### src/rtl/id_issue_buffer.sv
// id_issue_buffer: in-order decode-to-issue FIFO that also remembers the last consumed entry.
// Define ID_ISSUE_BUF_PREV_EN to build the last-consumed (prev) register; otherwise prev outputs are tied to zero.
package config_pkg;
    typedef struct packed {
        logic reserved;
    } cva6_cfg_t;
    localparam cva6_cfg_t cva6_cfg_empty = '0;
endpackage

module id_issue_buffer #(
    parameter config_pkg::cva6_cfg_t CVA6Cfg = config_pkg::cva6_cfg_empty,
    parameter type scoreboard_entry_t = logic,
    parameter int unsigned DEPTH = 2
) (
    input  logic                       clk_i,
    input  logic                       rst_i,
    input  logic                       flush_i,
    input  scoreboard_entry_t          decoded_instr_i,
    input  logic [31:0]                orig_instr_i,
    input  logic                       is_ctrl_flow_i,
    input  logic                       decoded_instr_valid_i,
    output logic                       decoded_instr_ready_o,
    output scoreboard_entry_t          issue_instr_o,
    output logic [31:0]                orig_instr_o,
    output logic                       is_ctrl_flow_o,
    output logic                       issue_instr_valid_o,
    input  logic                       issue_instr_ack_i,
    output scoreboard_entry_t          issue_instr_prev_o,
    output logic                       prev_valid_o,
    output logic [$clog2(DEPTH):0]     occupancy_o
);
    localparam int unsigned PW = $clog2(DEPTH);
    localparam int unsigned CW = PW + 1;

    typedef struct packed {
        scoreboard_entry_t instr;
        logic [31:0]       orig;
        logic              ctrl;
    } slot_t;

    slot_t          mem_q [DEPTH];
    logic [PW-1:0]  rptr_q, rptr_d, wptr_q, wptr_d;
    logic [CW-1:0]  cnt_q, cnt_d;
    logic           push, pop;
    logic           unused_cfg;

    assign unused_cfg = ^CVA6Cfg;

    // Ready is derived from the registered count only, keeping ack off the ready path.
    assign decoded_instr_ready_o = (cnt_q != CW'(DEPTH)) && !rst_i && !flush_i;
    assign issue_instr_valid_o   = cnt_q != '0;
    assign push                  = decoded_instr_valid_i && decoded_instr_ready_o;
    assign pop                   = issue_instr_valid_o && issue_instr_ack_i;
    assign occupancy_o           = cnt_q;

    assign issue_instr_o  = mem_q[rptr_q].instr;
    assign orig_instr_o   = mem_q[rptr_q].orig;
    assign is_ctrl_flow_o = mem_q[rptr_q].ctrl;

    always_comb begin
        rptr_d = flush_i ? '0 : rptr_q + PW'(pop);
        wptr_d = flush_i ? '0 : wptr_q + PW'(push);
        cnt_d  = flush_i ? '0 : cnt_q + CW'(push) - CW'(pop);
    end

    always_ff @(posedge clk_i) begin
        if (rst_i) begin
            rptr_q <= '0;
            wptr_q <= '0;
            cnt_q  <= '0;
        end else begin
            rptr_q <= rptr_d;
            wptr_q <= wptr_d;
            cnt_q  <= cnt_d;
        end
    end

    always_ff @(posedge clk_i) begin
        if (push)
            mem_q[wptr_q] <= '{instr: decoded_instr_i, orig: orig_instr_i, ctrl: is_ctrl_flow_i};
    end

`ifdef ID_ISSUE_BUF_PREV_EN
    scoreboard_entry_t prev_q, prev_d;
    logic              prev_valid_q, prev_valid_d;

    // A pop during flush still captures the entry, but it is marked invalid.
    always_comb begin
        prev_d       = pop ? issue_instr_o : prev_q;
        prev_valid_d = flush_i ? 1'b0 : (pop || prev_valid_q);
    end

    always_ff @(posedge clk_i) begin
        if (rst_i) begin
            prev_q       <= '0;
            prev_valid_q <= 1'b0;
        end else begin
            prev_q       <= prev_d;
            prev_valid_q <= prev_valid_d;
        end
    end

    assign issue_instr_prev_o = prev_q;
    assign prev_valid_o       = prev_valid_q;
`else
    assign issue_instr_prev_o = '0;
    assign prev_valid_o       = 1'b0;
`endif
endmodule

### config.mk
export PLATFORM = sky130hd
export DESIGN_NAME = id_issue_buffer
export DESIGN_NICKNAME = d
export VERILOG_FILES = /design/src/rtl/id_issue_buffer.sv
export SDC_FILE = /design/constraint.sdc
export NUM_CORES = 1
export LEC_CHECK = 0
export BUFFER_PORTS_ARGS = -buffer_cell sky130_fd_sc_hd__buf_2
export CELL_PAD_IN_SITES_DETAIL_PLACEMENT = 2
export CELL_PAD_IN_SITES_GLOBAL_PLACEMENT = 2
export CORE_MARGIN = 3
export CORE_UTILIZATION = 25
export DETAILED_ROUTE_END_ITERATION = 8
export GPL_TIMING_DRIVEN = 0
export PLACE_DENSITY_LB_ADDON = 0.1
export SLEW_MARGIN = 0
export SYNTH_ARGS = -nofsm -noshare
export SYNTH_HDL_FRONTEND = slang
export SYNTH_SLANG_ARGS = --single-unit
### constraint.sdc
create_clock -name clk_i -period 3.1 [get_ports clk_i]
set_input_delay 0.465 -clock clk_i [delete_from_list [all_inputs] [get_ports clk_i]]
set_output_delay 0.465 -clock clk_i [all_outputs]
set_load 0.02 [all_outputs]
==> impl_metrics.yaml <==
finish:
  layout.area.seq_um2: 2120
  multi_input_area_um2: 668
  fraction_of_layout_instances_using_a_drive_strength_above_1: 0.597
  areaGrowthSynthToFinish_pct: 29.7
  antenna_cells_inserted: 0
  finalNonFillerCells: 366
  layout.nets: 264
  n_fill_cell: 1143
job:
  cap_viol_max_count: 0
grt:
  grt_first_pass_wirelength_um: 9460
  grt_pass1_vias: 1759
  grt_use_total: 0.0996
  grt_antenna_before_repair: 0
  overflow: 0
  grt_start_max_net_pins: 35
yosys:
  yosysSeqAreaShare: 0.738
  synthCells: 133
  netlist-cell-type-count: 21
  async_reset_ff_frac: 0
  synth_top_cells_by_area: "sky130_fd_sc_hd__edfxtp_1 (71%), sky130_fd_sc_hd__mux2_4 (16%), sky130_fd_sc_hd__dfxtp_1 (2.8%)"
  netlist.top_cell.by_area: "sky130_fd_sc_hd__edfxtp_1"
  syn_area_um2: 2880
  synth_area_per_cell_um2: 21.6
  yosys_register_bits: 72
  synth_warnings: 0
  synth-main-ff-cell: "sky130_fd_sc_hd__edfxtp_1"
  yosys.area.top_type_share: 0.710
  synth_enable_flop_cells: 68
clocking:
  cts_tree: "done"
  cts_repair_resize_count: 0
  cts_max_path_buffers: 2
  ctsHoldBuffers: 0
  clkSinkCount: 72
  clock_pin_slew_worst_setup_and_hold_paths_ns: 0.06
  cts-buffers-inserted: 9
  insertion_delay_ns: 0.33
  post-cts-setup-buffer-count: 0
  ctsRootBufferMaster: "sky130_fd_sc_hd__clkbuf_16"
  cts-htree-levels: 3
setup_path:
  timing.reg2reg.setup_slack_ns: 1.13
  setup_cp_type: "reg -> reg"
  crit_path_start: "occupancy_o[0]"
  critPathCaptureType: "flip-flop"
  timing.rr.end: "mem_q[0][20]"
  reg2reg_from: "occupancy_o[0]"
  timing.critical_path.slowest_cell_delay_ns: 0.80
  timing.critical_path.arrival_ns: 1.92
  critical_path_data_required_time_ns: 3.05
  crit_path_cell_trace: "or2b_1 -> and3_1 -> ha_2"
  critical_path_peak_fanout: 34
  critical-path-slowest-cell: "sky130_fd_sc_hd__ha_2"
  worstSetupStartpointType: "flip-flop"
  critical_path.endpoint: "mem_q[0][20]"
  timing.reg2reg.worst_path_depth: 3
timing:
  number_of_hold_violations_in_the_final_report: 0
  clock.fmax_mhz: 507
  max_slew.worst_pin.slew_ns: 0.910
  max_slew_margin: 0.393
  period_share: 0.636
  report.final.slew_viol_count: 0
  finalClockSkew_ns: 0.00378
  timing.final.setup_violations: 0
  setup-tns-final_ns: 0
  fin_crit_ns: 1.97
  rsz_0062_raised_after_global_routing: "no"
floorplanning:
  design.die.area_um2: 12800
  start_util: 0.261
  core_area_um2: 11000
  die_height_um: 113
  chipWidth_um: 113
  cell_row_count: 38
  ios: 79
routing:
  firstDrtPassIters: 3
  initial_detailed_routing_violation_count: 56
  postRouteAntennaNets: 0
  routed_via_density: 4.04
  detail_route.wirelength_um: 5920
  num_vias: 1479
  average_wire_per_cell_in_the_routed_design_um: 16.2
  drt_drc_violations_left: 0
worst_hold_path:
  min-delay-path-class: "in -> reg"
  hold_path.startpoint: "orig_instr_i[13]"
placed_design:
  post-place-cells: 350
  final_gp_congestion: 0.682
  dp.final_hpwl_um: 4160
  io_buffers: 76
pwr:
  power.density_cell_area_nw_per_um2: 589
  leakage_component_of_the_power_nw: 1.44
  peak_supply_drop_uv: 201
run_status:
  outcome: "complete, no violations"
cells in the final DEF (no fill, tap or decap), drive strengths merged, types with 2 or more instances in the layout:
master  count
and2        2
buf        82
clkbuf     10
clkinv      4
conb        2
dfxtp       4
edfxtp     68
ha          4
inv         2
mux2       35
nor3        3
report_power, final:
part | leakage [nW] | switching [mW] | internal (mW) | total (mW)
clock | 0.140 | 0.375 | 0.618 | 0.993
sequential | 0.650 | 0.00472 | 1.08 | 1.09
combinational | 0.655 | 0.0627 | 0.0539 | 0.117
how the worst min path moves through the flow:
stage / cells past startpoint / endpoint
after global placement: 3 / wptr_q
after detailed placement: 3 / wptr_q
after floorplan: 1 / occupancy_o[1]
final: 1 / mem_q[0][14]
after global routing: 1 / mem_q[0][14]
after CTS: 1 / mem_q[0][14]
sequential cells by signal, summed over array words and instances (netlist names):
signal       cells
mem_q           68
occupancy_o      2
rptr_q           1
wptr_q           1
worst max-delay path, delay by kind of cell, from the launching register on:
kind          cells  cell delay, ns
fa+ha+maj         1            0.80
flops             1            0.40
simple gates      2            0.38
cell type report:
| class | instances | area share |
|---|---|---|
| buffer | 6 | 0.0232 |
| clock buffer | 10 | 0.0614 |
| clock inverter | 6 | 0.0161 |
| inverter | 2 | 0.00201 |
| multi-input combinational | 54 | 0.179 |
| sequential | 72 | 0.569 |
| tap | 140 | 0.0470 |
| timing repair buffer | 76 | 0.102 |
stage by stage:
stage	hold slack (ns)	total power, mW	area (µm²)	setup WS [ns]	utilization
2_1_floorplan	0.534	1.17	2880	1.02	-
3_3_place_gp	0.544	1.22	3430	0.324	0.311
3_5_place_dp	0.589	1.23	3440	0.757	0.312
4_1_cts	0.315	2.24	3730	1.04	0.338
5_1_grt	0.313	2.29	3730	0.914	0.338
6_report	0.324	2.20	3730	1.13	0.338
synthesized netlist by cell type, types with 2 or more instances:
| library cell | n |
|---|---|
| sky130_fd_sc_hd__mux2_4 | 30 |
| sky130_fd_sc_hd__edfxtp_1 | 68 |
| sky130_fd_sc_hd__buf_12 | 3 |
| sky130_fd_sc_hd__dfxtp_1 | 4 |
| sky130_fd_sc_hd__and2_1 | 2 |
| sky130_fd_sc_hd__inv_1 | 2 |
| sky130_fd_sc_hd__mux2_2 | 5 |
| sky130_fd_sc_hd__ha_1 | 4 |
| sky130_fd_sc_hd__buf_4 | 2 |
| sky130_fd_sc_hd__nor3_1 | 2 |
metal layers:
layer,part of all wire,up-vias,wire (µm),GRT usage
met5,0,-,0,0
li1,-,688,-,-
met4,0.017,0,101,0.0505
met2,0.55,51,3230,0.175
met3,0.056,10,330,0.0310
met1,0.38,730,2260,0.108
cells by family (layout without fill, tap and decap cells):
logic type / Yosys count / after routing / share of synthesized area
DFF: 72 / 72 / 0.738
muxes: 35 / 35 / 0.176
and+or+nand+nor: 11 / 11 / 0.0239
buffers and inverters: 8 / 100 / 0.0326
adders and majority gates: 4 / 4 / 0.0174
other: 1 / 2 / 0.00130
AOI/OAI and AO/OA: 1 / 1 / 0.00261
xor gates and xnor gates: 1 / 1 / 0.00783
Note: power is estimated with default switching activity, not from simulation.
